File: src/rtl/fighter_pkg.sv
// Shared fighter definitions: state codes, button bit positions and the button decoder
// used by the fighter FSM and by any opponent/AI logic that needs the same mapping.
package fighter_pkg;

    typedef enum logic [3:0] {
        ST_IDLE      = 4'd0,
        ST_FWD       = 4'd1,
        ST_BACK      = 4'd2,
        ST_BA_START  = 4'd3,
        ST_BA_ACT    = 4'd4,
        ST_BA_REC    = 4'd5,
        ST_DA_START  = 4'd6,
        ST_DA_ACT    = 4'd7,
        ST_DA_REC    = 4'd8,
        ST_HIT_STUN  = 4'd9,
        ST_BLK_STUN  = 4'd10,
        ST_DEAD      = 4'd11
    } state_t;

    localparam int BTN_LEFT   = 2;
    localparam int BTN_RIGHT  = 1;
    localparam int BTN_ATTACK = 0;

    // Priority order matters: a left+right chord with attack is a basic attack, not directional.
    function automatic state_t decode_buttons(input logic [2:0] buttons);
        logic l, r, a;
        l = buttons[BTN_LEFT];
        r = buttons[BTN_RIGHT];
        a = buttons[BTN_ATTACK];
        if (a && l && r)      return ST_BA_START;
        else if (a && (l ^ r)) return ST_DA_START;
        else if (l && r)      return ST_IDLE;
        else if (a)           return ST_BA_START;
        else if (l)           return ST_BACK;
        else if (r)           return ST_FWD;
        else                  return ST_IDLE;
    endfunction

    function automatic int max_int(input int a, input int b);
        return (a > b) ? a : b;
    endfunction

    // Bits needed to hold 0..max_val, never less than one.
    function automatic int cnt_width(input int max_val);
        return (max_val < 1) ? 1 : $clog2(max_val + 1);
    endfunction

endpackage

File: src/rtl/stock_meter.sv
// Saturating up/down counter with a registered thermometer display (bit i set iff count > i).
// Used for both the lives and the block meter.
module stock_meter
    import fighter_pkg::*;
#(
    parameter int MAX = 3,
    parameter int W   = cnt_width(MAX)
) (
    input  logic           clk,
    input  logic           reset_n,
    input  logic           inc,
    input  logic           dec,
    output logic [W-1:0]   count,
    output logic [MAX-1:0] led
);

    logic [MAX-1:0] therm;

    for (genvar i = 0; i < MAX; i++) begin : g_therm
        assign therm[i] = (count > W'(i));
    end

    // The display trails the count by one clock because it is built from the registered count.
    always_ff @(posedge clk) begin
        if (!reset_n) begin
            count <= W'(MAX);
            led   <= '1;
        end else begin
            if (dec && count != '0)
                count <= count - W'(1);
            else if (inc && count != W'(MAX))
                count <= count + W'(1);
            led <= therm;
        end
    end

endmodule

File: src/rtl/fighter_fsm_param.sv
// Per-player fighter state machine: button decode, timed attack phases, hit/block handling,
// post-hit invulnerability, block regeneration and a sticky DEAD state, all advanced on frame_tick.
module fighter_fsm_param
    import fighter_pkg::*;
#(
    parameter int BASIC_START = 5,
    parameter int BASIC_ACTIVE = 2,
    parameter int BASIC_REC   = 16,
    parameter int DIR_START   = 4,
    parameter int DIR_ACTIVE  = 3,
    parameter int DIR_REC     = 15,
    parameter int HSTUN_BASIC = 15,
    parameter int HSTUN_DIR   = 14,
    parameter int BSTUN_BASIC = 13,
    parameter int BSTUN_DIR   = 12,
    parameter int MAX_LIVES   = 3,
    parameter int MAX_BLOCKS  = 3,
    parameter int INVULN      = 8,
    parameter int REGEN       = 60
) (
    input  logic                  clk,
    input  logic                  reset_n,
    input  logic                  frame_tick,
    input  logic [2:0]            buttons,
    input  logic                  hitscan,
    input  logic [3:0]            opp_state,
    output logic [3:0]            p_state,
    output logic [MAX_LIVES-1:0]  lives_led,
    output logic [MAX_BLOCKS-1:0] blocks_led,
    output logic                  died,
    output logic                  hit_pulse
);

    localparam int MAX_DUR = max_int(max_int(max_int(BASIC_START, BASIC_ACTIVE), max_int(BASIC_REC, DIR_START)),
                             max_int(max_int(max_int(DIR_ACTIVE, DIR_REC), max_int(HSTUN_BASIC, HSTUN_DIR)),
                                     max_int(BSTUN_BASIC, BSTUN_DIR)));
    localparam int CW = cnt_width(MAX_DUR);
    localparam int LW = cnt_width(MAX_LIVES);
    localparam int BW = cnt_width(MAX_BLOCKS);
    localparam int IW = cnt_width(INVULN);
    localparam int RW = cnt_width(REGEN);

    state_t          state;
    state_t          decoded;
    logic [CW-1:0]   cnt, stun_len, dur;
    logic [IW-1:0]   invuln;
    logic [RW-1:0]   regen_cnt;
    logic [LW-1:0]   lives;
    logic [BW-1:0]   blocks;
    logic            neutral, hit, block_hit, dwell_done, blocks_full, regen_fire, opp_dir;

    // NOTE: every always_comb output gets a default first so no path can infer a latch.
    always_comb begin
        dur = CW'(1);
        case (state)
            ST_BA_START: dur = CW'(BASIC_START);
            ST_BA_ACT:   dur = CW'(BASIC_ACTIVE);
            ST_BA_REC:   dur = CW'(BASIC_REC);
            ST_DA_START: dur = CW'(DIR_START);
            ST_DA_ACT:   dur = CW'(DIR_ACTIVE);
            ST_DA_REC:   dur = CW'(DIR_REC);
            ST_HIT_STUN, ST_BLK_STUN: dur = stun_len;
            default:     dur = CW'(1);
        endcase
    end

    assign decoded     = decode_buttons(buttons);
    assign dwell_done  = (cnt == dur - CW'(1));
    assign neutral     = state inside {ST_IDLE, ST_FWD, ST_BACK};
    assign opp_dir     = (opp_state == 4'(ST_DA_ACT));
    assign hit         = frame_tick && hitscan && (invuln == '0)
                         && !(state inside {ST_HIT_STUN, ST_BLK_STUN, ST_DEAD});
    assign block_hit   = hit && (state == ST_BACK) && (blocks != '0);
    assign blocks_full = (blocks == BW'(MAX_BLOCKS));
    // A hit on the same tick suppresses regeneration.
    assign regen_fire  = frame_tick && !hit && neutral && !blocks_full && (REGEN != 0)
                         && (regen_cnt == RW'(REGEN - 1));

    stock_meter #(.MAX(MAX_LIVES)) u_lives (
        .clk     (clk),
        .reset_n (reset_n),
        .inc     (1'b0),
        .dec     (hit && !block_hit),
        .count   (lives),
        .led     (lives_led)
    );

    stock_meter #(.MAX(MAX_BLOCKS)) u_blocks (
        .clk     (clk),
        .reset_n (reset_n),
        .inc     (regen_fire),
        .dec     (block_hit),
        .count   (blocks),
        .led     (blocks_led)
    );

    // NOTE: state registers use non-blocking assignments; later assignments in the block override defaults.
    always_ff @(posedge clk) begin
        if (!reset_n) begin
            state     <= ST_IDLE;
            cnt       <= '0;
            stun_len  <= '0;
            invuln    <= '0;
            died      <= 1'b0;
            hit_pulse <= 1'b0;
        end else if (!frame_tick) begin
            hit_pulse <= 1'b0;
        end else begin
            hit_pulse <= hit;
            cnt       <= cnt + CW'(1);
            if (invuln != '0)
                invuln <= invuln - IW'(1);

            if (hit) begin
                cnt <= '0;
                if (block_hit) begin
                    state    <= ST_BLK_STUN;
                    stun_len <= opp_dir ? CW'(BSTUN_DIR) : CW'(BSTUN_BASIC);
                end else if (lives <= LW'(1)) begin
                    state <= ST_DEAD;
                    died  <= 1'b1;
                end else begin
                    state    <= ST_HIT_STUN;
                    stun_len <= opp_dir ? CW'(HSTUN_DIR) : CW'(HSTUN_BASIC);
                end
            end else begin
                case (state)
                    ST_IDLE, ST_FWD, ST_BACK: begin
                        state <= decoded;
                        cnt   <= '0;
                    end
                    ST_BA_START: if (dwell_done) begin state <= ST_BA_ACT;   cnt <= '0; end
                    ST_BA_ACT:   if (dwell_done) begin state <= ST_BA_REC;   cnt <= '0; end
                    ST_DA_START: if (dwell_done) begin state <= ST_DA_ACT;   cnt <= '0; end
                    ST_DA_ACT:   if (dwell_done) begin state <= ST_DA_REC;   cnt <= '0; end
                    ST_BA_REC, ST_DA_REC, ST_BLK_STUN:
                        if (dwell_done) begin state <= decoded; cnt <= '0; end
                    ST_HIT_STUN:
                        if (dwell_done) begin
                            state  <= decoded;
                            cnt    <= '0;
                            invuln <= IW'(INVULN);
                        end
                    ST_DEAD: cnt <= '0;
                    default: begin
                        state <= ST_IDLE;
                        cnt   <= '0;
                    end
                endcase
            end
        end
    end

    always_ff @(posedge clk) begin
        if (!reset_n)
            regen_cnt <= '0;
        else if (frame_tick) begin
            if (hit || !neutral || blocks_full || regen_fire)
                regen_cnt <= '0;
            else
                regen_cnt <= regen_cnt + RW'(1);
        end
    end

    assign p_state = state;

endmodule

File: config.mk
export PLATFORM = sky130hd
export DESIGN_NAME = fighter_fsm_param
export DESIGN_NICKNAME = d
export VERILOG_FILES = /design/src/rtl/fighter_pkg.sv /design/src/rtl/stock_meter.sv /design/src/rtl/fighter_fsm_param.sv
export SDC_FILE = /design/constraint.sdc
export NUM_CORES = 1
export LEC_CHECK = 0
export CAP_MARGIN = 20
export CORE_MARGIN = 3
export CORE_UTILIZATION = 57
export DETAILED_ROUTE_END_ITERATION = 12
export GPL_ROUTABILITY_DRIVEN = 0
export PLACE_DENSITY = 0.78
export SLEW_MARGIN = 20
export SYNTH_ARGS = -nofsm -noshare
export SYNTH_HDL_FRONTEND = slang
export SYNTH_HIERARCHICAL = 1
export SYNTH_SLANG_ARGS = --single-unit
File: constraint.sdc
create_clock -name clk -period 3 [get_ports clk]
set_input_delay 0.9 -clock clk [delete_from_list [all_inputs] [get_ports clk]]
set_output_delay 0.9 -clock clk [all_outputs]
set_load 0.01 [all_outputs]
======== After elaboration in Yosys (flattened, before gate mapping) ========
Cells that the tools add are included.
W data, S select, Z words.
word-level totals
  register bits after elaboration ......... 36
  input port bits ......................... 11
  output and inout bits ................... 12
  logic and storage cells ................. 121
operators by class
  $add $sub $neg .......................... 7
  $lt $le $gt $ge ......................... 7
  equal/unequal tests ..................... 23
  multiplexer cells ....................... 30
  bitwise operators ....................... 2
  reductions and logical operators ........ 41
operators with widths
  operator               number
  $mux W4                10
  $pmux W5 S7            1
  $pmux W4 S7            1
  $mux W5                5
  $eq A4 B3 Y1 const B   5
  $logic_and A1 B1 Y1    17
  $eq A4 B4 Y1 const B   4
  $mux W2                7
  $ne A3 B3 Y1 const B   4
  $eq A4 B2 Y1 const B   2
  $gt A2 B1 Y1 const B   4
  $logic_not A4 Y1       2
  $reduce_or A8 Y1       1
  $reduce_and A7 Y1      1
  $add A6 B1 Y6 const B  1
  $eq A6 B6 Y1 const B   1
  $mux W3                2
  $mux W6                1
  $ne A2 B2 Y1 const B   3
  $reduce_bool A2 Y1     3
  $reduce_bool A3 Y1     2
  $add A5 B1 Y5 const B  1
  $eq A5 B5 Y1           1
  $logic_not A1 Y1       5
  20 further kinds       26

======== Logic depth before layout (Yosys ltp) ========
Gate-level depths: netlist (run 1).
  word-level depth ........................ 12
  depth in mapped cells ................... 13
  depth with buffers taken out ............ 11

======== Hierarchy ========
Netlist (run 1), hierarchy kept.
modules (own cells, without submodules)
  module             instances  cells an instance  area an instance (µm²)  sequential area each (µm²)
  fighter_fsm_param  1          235                1,796.7                 480.5
  stock_meter        2          22                 241.5                   100.1

======== Least setup slack after synthesis (run 1) ========
OpenSTA, ideal clock, no wires.
  path type ............................... reg-to-reg
  start ................................... reg state[0] (netlist: p_state[0])
  end ..................................... reg state[3] (netlist: p_state[3])
  setup time .............................. 115 ps
  arrival time ............................ 2,611 ps
  required time ........................... 2,885 ps
  path slack .............................. 274 ps
  stages on the path, launching flop included .. 13
  buffers on the path ..................... 3
  clock period less this slack ............ 2,726 ps
  cells stage by stage .................... dfxtp_1 > buf_6 > clkbuf_1 > nor2b_1 > o32a_1 > ha_1 > xor2_1 > nand2b_1 > mux2i_2 > a31oi_2 > buf_6 > o31a_1 > o21a_1
on the way
  longest elaborated chain between the ends .. 7
  elaborated cells on any way between the ends .. 30
  classes of those cells .................. 1 x add/sub; 18 x eq/ne; 3 x mux; 8 x reduce/logical
RTL lines
  what                                                           line                                                                        RTL
  start, declared                                                fighter_fsm_param.sv:43                                                     state_t state;
  start signal, assigned                                         fighter_fsm_param.sv:129                                                    state <= decoded;
  start signal, assigned                                         fighter_fsm_param.sv:140                                                    state <= decoded;
  $eq A4 B4 Y1                                                   fighter_fsm_param.sv:55, fighter_fsm_param.sv:72, fighter_fsm_param.sv:127
  $reduce_or A2 Y1                                               fighter_fsm_param.sv:55                                                     case (state)
  $pmux W5 S7                                                    fighter_fsm_param.sv:55
  $sub A5 B1 Y5                                                  fighter_fsm_param.sv:68                                                     assign dwell_done = (cnt == dur - CW'(1));
  $eq A5 B5 Y1                                                   fighter_fsm_param.sv:68
  $ne A3 B3 Y1 (no line) / $ne A3 B1 Y1 (equally long branches)  n/a
  $reduce_and A7 Y1 (no line)                                    n/a
Several ways; a longest one is shown, not always the timed one.
A chain may end at the register's enable or synchronous reset.

======== Worst setup path after layout (run 1) ========
  start ................................... reg state[2] (netlist: p_state[2])
  end ..................................... reg state[2] (netlist: p_state[2])
Same word-level chain as after synthesis.

==> results of run 1 <==
[cell families (layout without fill, tap and decap cells)]
family / after synthesis / in the layout / share of synthesized area
AOI/OAI and AO/OA: 79 / 79 / 0.242
xor gates and xnor gates: 10 / 10 / 0.0417
adders and majority gates: 11 / 11 / 0.0593
buffers and inverters: 29 / 59 / 0.0615
DFF: 34 / 34 / 0.299
muxes: 2 / 2 / 0.0104
other: 1 / 1 / 0.00164
and+or+nand+nor: 113 / 113 / 0.285
[cell usage after synthesis (2+ instances only)]
master and count:
o211ai_2 2, o21a_1 6, o21ai_1 6, nor3b_2 2, a2111oi_2 2, nor3_1 7, nand3b_1 2, nand2b_1 7
and4bb_1 2, nand4_1 4, and3_1 2, inv_1 14, clkbuf_1 5, nand3_1 9, nor4b_1 2, dfxtp_1 34
ha_1 10, a21oi_1 18, and2_1 3, buf_2 4, a311oi_1 4, o21ai_0 15, buf_6 3, o22ai_1 2
nor2b_1 10, nor2_1 29, nand2_1 20, nor2b_4 4, xor2_1 6, a31oi_1 5, xnor2_1 3
[path summary, 6_finish.rpt]
check,to,slack (ns),cells past startpoint
hold / removal,died,0.50,2
setup reg to reg,p_state[2],0.30,9
setup / recovery,p_state[2],0.30,9
hold reg to reg,died,0.50,2
[flip-flops by register name (all words and copies together), names as in the netlist]
name / flops
cnt: 5
died: 1
hit_pulse: 1
invuln: 4
p_state: 4
regen_cnt: 6
stun_len: 3
u_blocks/count: 2
u_blocks/led: 3
u_lives/count: 2
u_lives/led: 3
[area by class of cell]
cell class / instances / share of cell area
multi-input cells: 216 / 0.545
flip-flops and latches: 34 / 0.255
repair buffers: 36 / 0.121
clock buffers: 6 / 0.0308
well taps: 48 / 0.0224
inverters: 15 / 0.0210
clock inverters: 2 / 0.00467
[per-stage QoR]
stage                     cells  worst slack [ns]  power (mW)  instance area (sq um)  hold slack [ns]
final                       357             0.295        1.80                   2680            0.498
after global routing        357            0.0454        1.93                   2680            0.520
after CTS                   357             0.162        1.79                   2680            0.504
after detailed placement    349            0.0247        1.44                   2580            0.485
after global placement      349            0.0743        1.43                   2580            0.475
after floorplan             279             0.274        1.22                   2280            0.454
[worst max-delay path: stages (launching register included)]
cell and delay (ns):
dfxtp_2 0.44, nand2_1 0.14, o32a_1 0.38, ha_1 0.29, xor2_1 0.19, nand2b_1 0.09
mux2i_2 0.22, a31oi_2 0.27, a211o_1 0.33, a32o_1 0.25
[per-layer routing]
metal | GRT usage | share of wire | up-vias
met5 | 0 | 0 | -
met4 | 0.0672 | 0.015 | 0
met3 | 0.0493 | 0.054 | 11
met2 | 0.350 | 0.47 | 56
met1 | 0.286 | 0.46 | 991
li1 | - | - | 1066
[power by group through the flow]
stage / Combinational (mW) / Sequential, mW / Clock, mW
3_5_place_dp: 0.821 / 0.621 / 0
5_1_grt: 0.920 / 0.626 / 0.384
6_report: 0.827 / 0.615 / 0.356
4_1_cts: 0.823 / 0.612 / 0.360
2_1_floorplan: 0.620 / 0.604 / 0
3_3_place_gp: 0.808 / 0.619 / 0
==> flow_metrics.env, run 1 <==
export IMPL_postCtsHoldBufs=0
export IMPL_pwr_share_seq=0.342
export IMPL_areaGrowthSynthToFinish_pct=17.5
export IMPL_hp_class="reg -> reg"
export IMPL_seqCellArea_sq_um=683
export IMPL_fin_skew_ns=0.00478
export IMPL_setup_viol=0
export IMPL_grt_remaining_overflow=0
export IMPL_ir_drop_uv=395
export IMPL_p_sw_frac=0.388
export IMPL_portBuffers=22
export IMPL_syn_area_per_cell_sq_um=8.17
export IMPL_clk_latency_ns=0.28
export IMPL_cap_violations=0
export IMPL_firstDrtPassIters=5
export IMPL_yosys_warnings=6
export IMPL_intPower_mw=1.10
export IMPL_worst_path_max_fanout=12
export IMPL_fillers=309
export IMPL_grt_pass1_vias=1908
export IMPL_clockRootBuffer="clkbuf_8"
export IMPL_path_class="reg -> reg"
export IMPL_startpoint="p_state[2]"
export IMPL_yosys_area_top_type_share=0.299
export IMPL_die_w_um=69.2
export IMPL_n_antenna_cell=0
export IMPL_fp_row_count=22
export IMPL_dpl_hpwl_mm=3.77
export IMPL_die_y_um=69.2
export IMPL_hold_start="died"
export IMPL_grt_usage=0.216
export IMPL_cts_sinks=34
export IMPL_clkSlewWorstSetupHoldPaths_ns=0.07
export IMPL_rsz0062_at_grt="no"
export IMPL_p_leak_nw=1.03
export IMPL_ys_ff_latch=34
export IMPL_endpoint_kind="register"
export IMPL_vias=2124
export IMPL_ioPinCount=23
export IMPL_finalCritPeriodShare=0.902
export IMPL_relSlewSlack=0.623
export IMPL_yosysTopAreaCell="dfxtp_1"
export IMPL_cts_tree="done"
export IMPL_htree_levels=2
export IMPL_wirelength_mm=5.10
export IMPL_postLayoutCoreUtil=0.710
export IMPL_grt_max_degree=20
export IMPL_combPwrFrac=0.460
export IMPL_clk_path_buf_depth=2
export IMPL_grt_pass1_wl_mm=8.58
export IMPL_synth_edf_count=0
export IMPL_ys_types=68
export IMPL_finalCriticalPeriod_ns=2.70
export IMPL_pwr_share_clk=0.198
export IMPL_cts_resized=0
export IMPL_postCtsSetupBuffers=0
export IMPL_required_ns=3.18
export IMPL_net_switching_power_mw=0.696
export IMPL_timing_rr_start="p_state[2]"
export IMPL_die_area_sq_um=4790
export IMPL_wire_per_inst_um=14.3
export IMPL_yosysSeqAreaShare=0.299
export IMPL_drv_slew=0
export IMPL_ant_nets=0
export IMPL_syn_area_sq_um=2280
export IMPL_drive_gt1_frac=0.136
export IMPL_async_flop_share=0
export IMPL_via_per_inst=5.95
export IMPL_drtIter0Drc=128
export IMPL_initial_core_util=0.605
export IMPL_startpoint_type="register"
export IMPL_multi_input_area_sq_um=1460
export IMPL_final_common_cell="dfxtp_1"
export IMPL_synth_area_leaders="dfxtp_1 (30%), ha_1 (5.5%), nor2_1 (4.8%)"
export IMPL_hold_viol_final=0
export IMPL_nNetsFinal=329
export IMPL_tns_ns=0
export IMPL_ys_flop_type="dfxtp_1"
export IMPL_worst_ep_arrival_time_ns=2.88
export IMPL_core_area_sq_um=3770
export IMPL_syn_instance_count=279
export IMPL_max_freq_mhz=370
export IMPL_grt_antenna_before_repair=0
export IMPL_status="finished clean"
export IMPL_p_per_area_nw_per_um2=671
export IMPL_max_slew_worst_pin_slew_ns=0.564
export IMPL_layout_common_cells="dfxtp_1 (32), nor2_1 (29), clkdlybuf4s50_1 (22)"
export IMPL_drc=0
export IMPL_cts_buffers_inserted=5
export IMPL_syn_num_nets=300
Note: power is estimated with default switching activity, not from simulation.
==> inputs of run 2 (changes only) <==
SKIP_LAST_GASP = 1   (was not set)
==> results of run 2 <==
Same layout as run 1: the final DEF is identical, and so are final timing and power.
==> inputs of run 3 (changes only) <==
CELL_PAD_IN_SITES_DETAIL_PLACEMENT = 1   (was not set)
CELL_PAD_IN_SITES_GLOBAL_PLACEMENT = 2   (was not set)
CORE_UTILIZATION = 31   (was 57)
PLACE_DENSITY = 0.74   (was 0.78)
SETUP_SLACK_MARGIN = 0.15   (was not set)
clock period = 2.2 ns   (was 3 ns; I/O delays follow)
==> run 3 against run 2 <==
Against the previous run: first-iteration DRC count fell by 17%; critical endpoint unchanged; clock power is 45% higher; global-route usage decreased by 3.6 points; register-to-register slack lost 0.50 ns; largest power group unchanged; sequential share of layout area is 4.9 points lower; worst setup slack worse by 0.50 ns; maximum frequency grew 12%; non-clock buffer count is 57 higher; the flow now finishes with violations (negative setup slack); critical path type unchanged; final cell count is 29% higher; hold slack better by 0.0079 ns; flip-flop and latch count did not move.
==> flow_metrics.env, run 3 (synthesis gave the netlist of run 1 again) <==
export IMPL_whs_path_depth=2
export IMPL_p_sw_frac=0.392
export IMPL_multi_input_area_sq_um=1630
export IMPL_grt_usage=0.180
export IMPL_drive_gt1_frac=0.344
export IMPL_status="finished with violations"
export IMPL_worst_path_max_fanout=7
export IMPL_htree_levels=2
export IMPL_rrSetupSlack_ns=-0.21
export IMPL_core_area_sq_um=6940
export IMPL_p_leak_nw=1.40
export IMPL_timing_rr_start="p_state[1]"
export IMPL_nNetsFinal=386
export IMPL_relSlewSlack=0.666
export IMPL_violations="negative setup slack"
export IMPL_min_to="died"
export IMPL_total_power_mw=3.12
export IMPL_met1_usage=0.230
export IMPL_cap_violations=0
export IMPL_clk_path_buf_depth=2
export IMPL_intPower_mw=1.90
export IMPL_grt_max_degree=20
export IMPL_grt_antenna_before_repair=0
export IMPL_dpl_hpwl_mm=5.37
export IMPL_final_common_cell="buf_4"
export IMPL_firstDrtPassIters=4
export IMPL_finalCriticalPeriod_ns=2.41
export IMPL_path_class="reg -> reg"
export IMPL_hold_viol_final=0
export IMPL_drc=0
export IMPL_initial_core_util=0.328
export IMPL_die_area_sq_um=8420
export IMPL_p_per_area_nw_per_um2=924
export IMPL_vias=2401
export IMPL_ioPinCount=23
export IMPL_endpoint_kind="register"
export IMPL_reg_top3="regen_cnt x6, cnt x5"
export IMPL_startpoint_type="register"
export IMPL_fp_row_count=30
export IMPL_required_ns=2.38
export IMPL_grt_pass1_vias=2485
export IMPL_layout_setup_ws_ns=-0.208
export IMPL_r2r_end="p_state[2]"
export IMPL_use_met2=0.302
export IMPL_n_antenna_cell=0
export IMPL_pwr_share_clk=0.165
export IMPL_clk_latency_ns=0.30
export IMPL_postCtsHoldBufs=0
export IMPL_placed_cells=438
export IMPL_fin_cells=462
export IMPL_wirelength_mm=7.54
export IMPL_fillers=818
export IMPL_grtUsageMet3=0.0345
export IMPL_ir_drop_uv=428
export IMPL_grt_busiest_layer="met2"
export IMPL_wire_per_inst_um=16.3
export IMPL_rsz0062_at_grt="yes"
export IMPL_worstRegToRegCells=9
export IMPL_seqCellArea_sq_um=697
export IMPL_cts_sinks=34
export IMPL_hold_start="died"
export IMPL_ant_nets=0
export IMPL_cts_tree="done"
export IMPL_die_w_um=91.8
export IMPL_cts_buffers_inserted=5
export IMPL_clockRootBuffer="clkbuf_8"
export IMPL_postLayoutCoreUtil=0.486
export IMPL_finalCritPeriodShare=1.09
export IMPL_grt_pass1_wl_mm=12.2
export IMPL_clkSlewWorstSetupHoldPaths_ns=0.08
export IMPL_drv_slew=0
export IMPL_max_slew_worst_pin_slew_ns=0.500
export IMPL_regMostFlops="regen_cnt"
export IMPL_grt_remaining_overflow=0
export IMPL_cp_slowest_stage_delay_ns=0.39
export IMPL_largest_reg_flops=6
export IMPL_portBuffers=22
export IMPL_combPwrFrac=0.569
export IMPL_setup_viol=13
export IMPL_pwr_share_seq=0.266
export IMPL_net_switching_power_mw=1.22
export IMPL_layout_common_cells="buf_4 (65), dfxtp_1 (29), nor2_1 (27)"
export IMPL_crit_path_top_delay_cell="o32a_1"
export IMPL_worst_ep_arrival_time_ns=2.59
export IMPL_areaGrowthSynthToFinish_pct=48.2
export IMPL_die_y_um=91.8
export IMPL_max_freq_mhz=415
export IMPL_crit_chain="nor2b_1 -> o32a_1 -> ha_4 -> xor2_2 -> nand2b_1 -> mux2i_4 -> a31oi_4 -> a211o_1 -> a32o_1"
export IMPL_drtIter0Drc=106
export IMPL_fin_skew_ns=0.00986
export IMPL_hp_class="reg -> reg"
export IMPL_via_per_inst=5.20
-- run 3: how the worst max path moves through the flow --
stage / start / endpoint / slack, ns / cells after the start
floorplan: p_state[1] / p_state[3] / -0.27 / 12
global placement: frame_tick / u_blocks/count[1] / -0.44 / 8
detailed placement: frame_tick / u_blocks/count[1] / -0.49 / 8
CTS: p_state[0] / p_state[2] / -0.22 / 9
global route: stun_len[1] / invuln[3] / -0.28 / 11
finish: p_state[1] / p_state[2] / -0.21 / 9
-- run 3: power groups by stage --
stage / Clock (mW) / Sequential, mW / Combinational [mW]
after floorplan: 0 / 0.828 / 0.872
after global placement: 0 / 0.839 / 1.40
after detailed placement: 0 / 0.840 / 1.44
after CTS: 0.524 / 0.827 / 1.64
after global routing: 0.547 / 0.846 / 1.93
final: 0.515 / 0.831 / 1.78
-- run 3: what timing repair did --
action                                  CTS  global route
gates resized for setup                  30            20
pin swaps                                13            16
buffers inserted                          9             7
endpoints found under the setup margin   27            21
-- run 3: per-stage QoR --
stage | hold WS (ns) | worst slack [ns] | cell area [sq um] | setup TNS, ns
after detailed placement | 0.486 | -0.487 | 2960 | -7.36
final | 0.506 | -0.208 | 3380 | -1.76
after global placement | 0.460 | -0.442 | 2960 | -6.13
after global routing | 0.545 | -0.278 | 3380 | -2.86
after CTS | 0.511 | -0.224 | 3250 | -1.72
after floorplan | 0.454 | -0.266 | 2320 | -1.94
-- run 3: per-layer routing --
metal / up-vias / part of all wire
met5: - / 0
met4: 0 / 0.013
met3: 9 / 0.037
met2: 43 / 0.50
met1: 1181 / 0.45
li1: 1168 / -
-- run 3: critical path, delay by kind of cell, from the launching register on --
| kind | cells | cell delay (ns) |
|---|---|---|
| flops | 1 | 0.38 |
| mux | 1 | 0.19 |
| simple gates | 2 | 0.24 |
| fa+ha+maj | 1 | 0.29 |
| xor+xnor | 1 | 0.17 |
| compound gates | 4 | 1.03 |
-- run 3: final cells by class --
cell class / count / area share
Clock buffer: 6 / 0.0244
Clock inverter: 2 / 0.00333
Inverter: 15 / 0.0167
Multi-Input combinational cell: 216 / 0.483
Sequential cell: 34 / 0.206
Tap cell: 96 / 0.0356
Timing Repair Buffer: 93 / 0.230
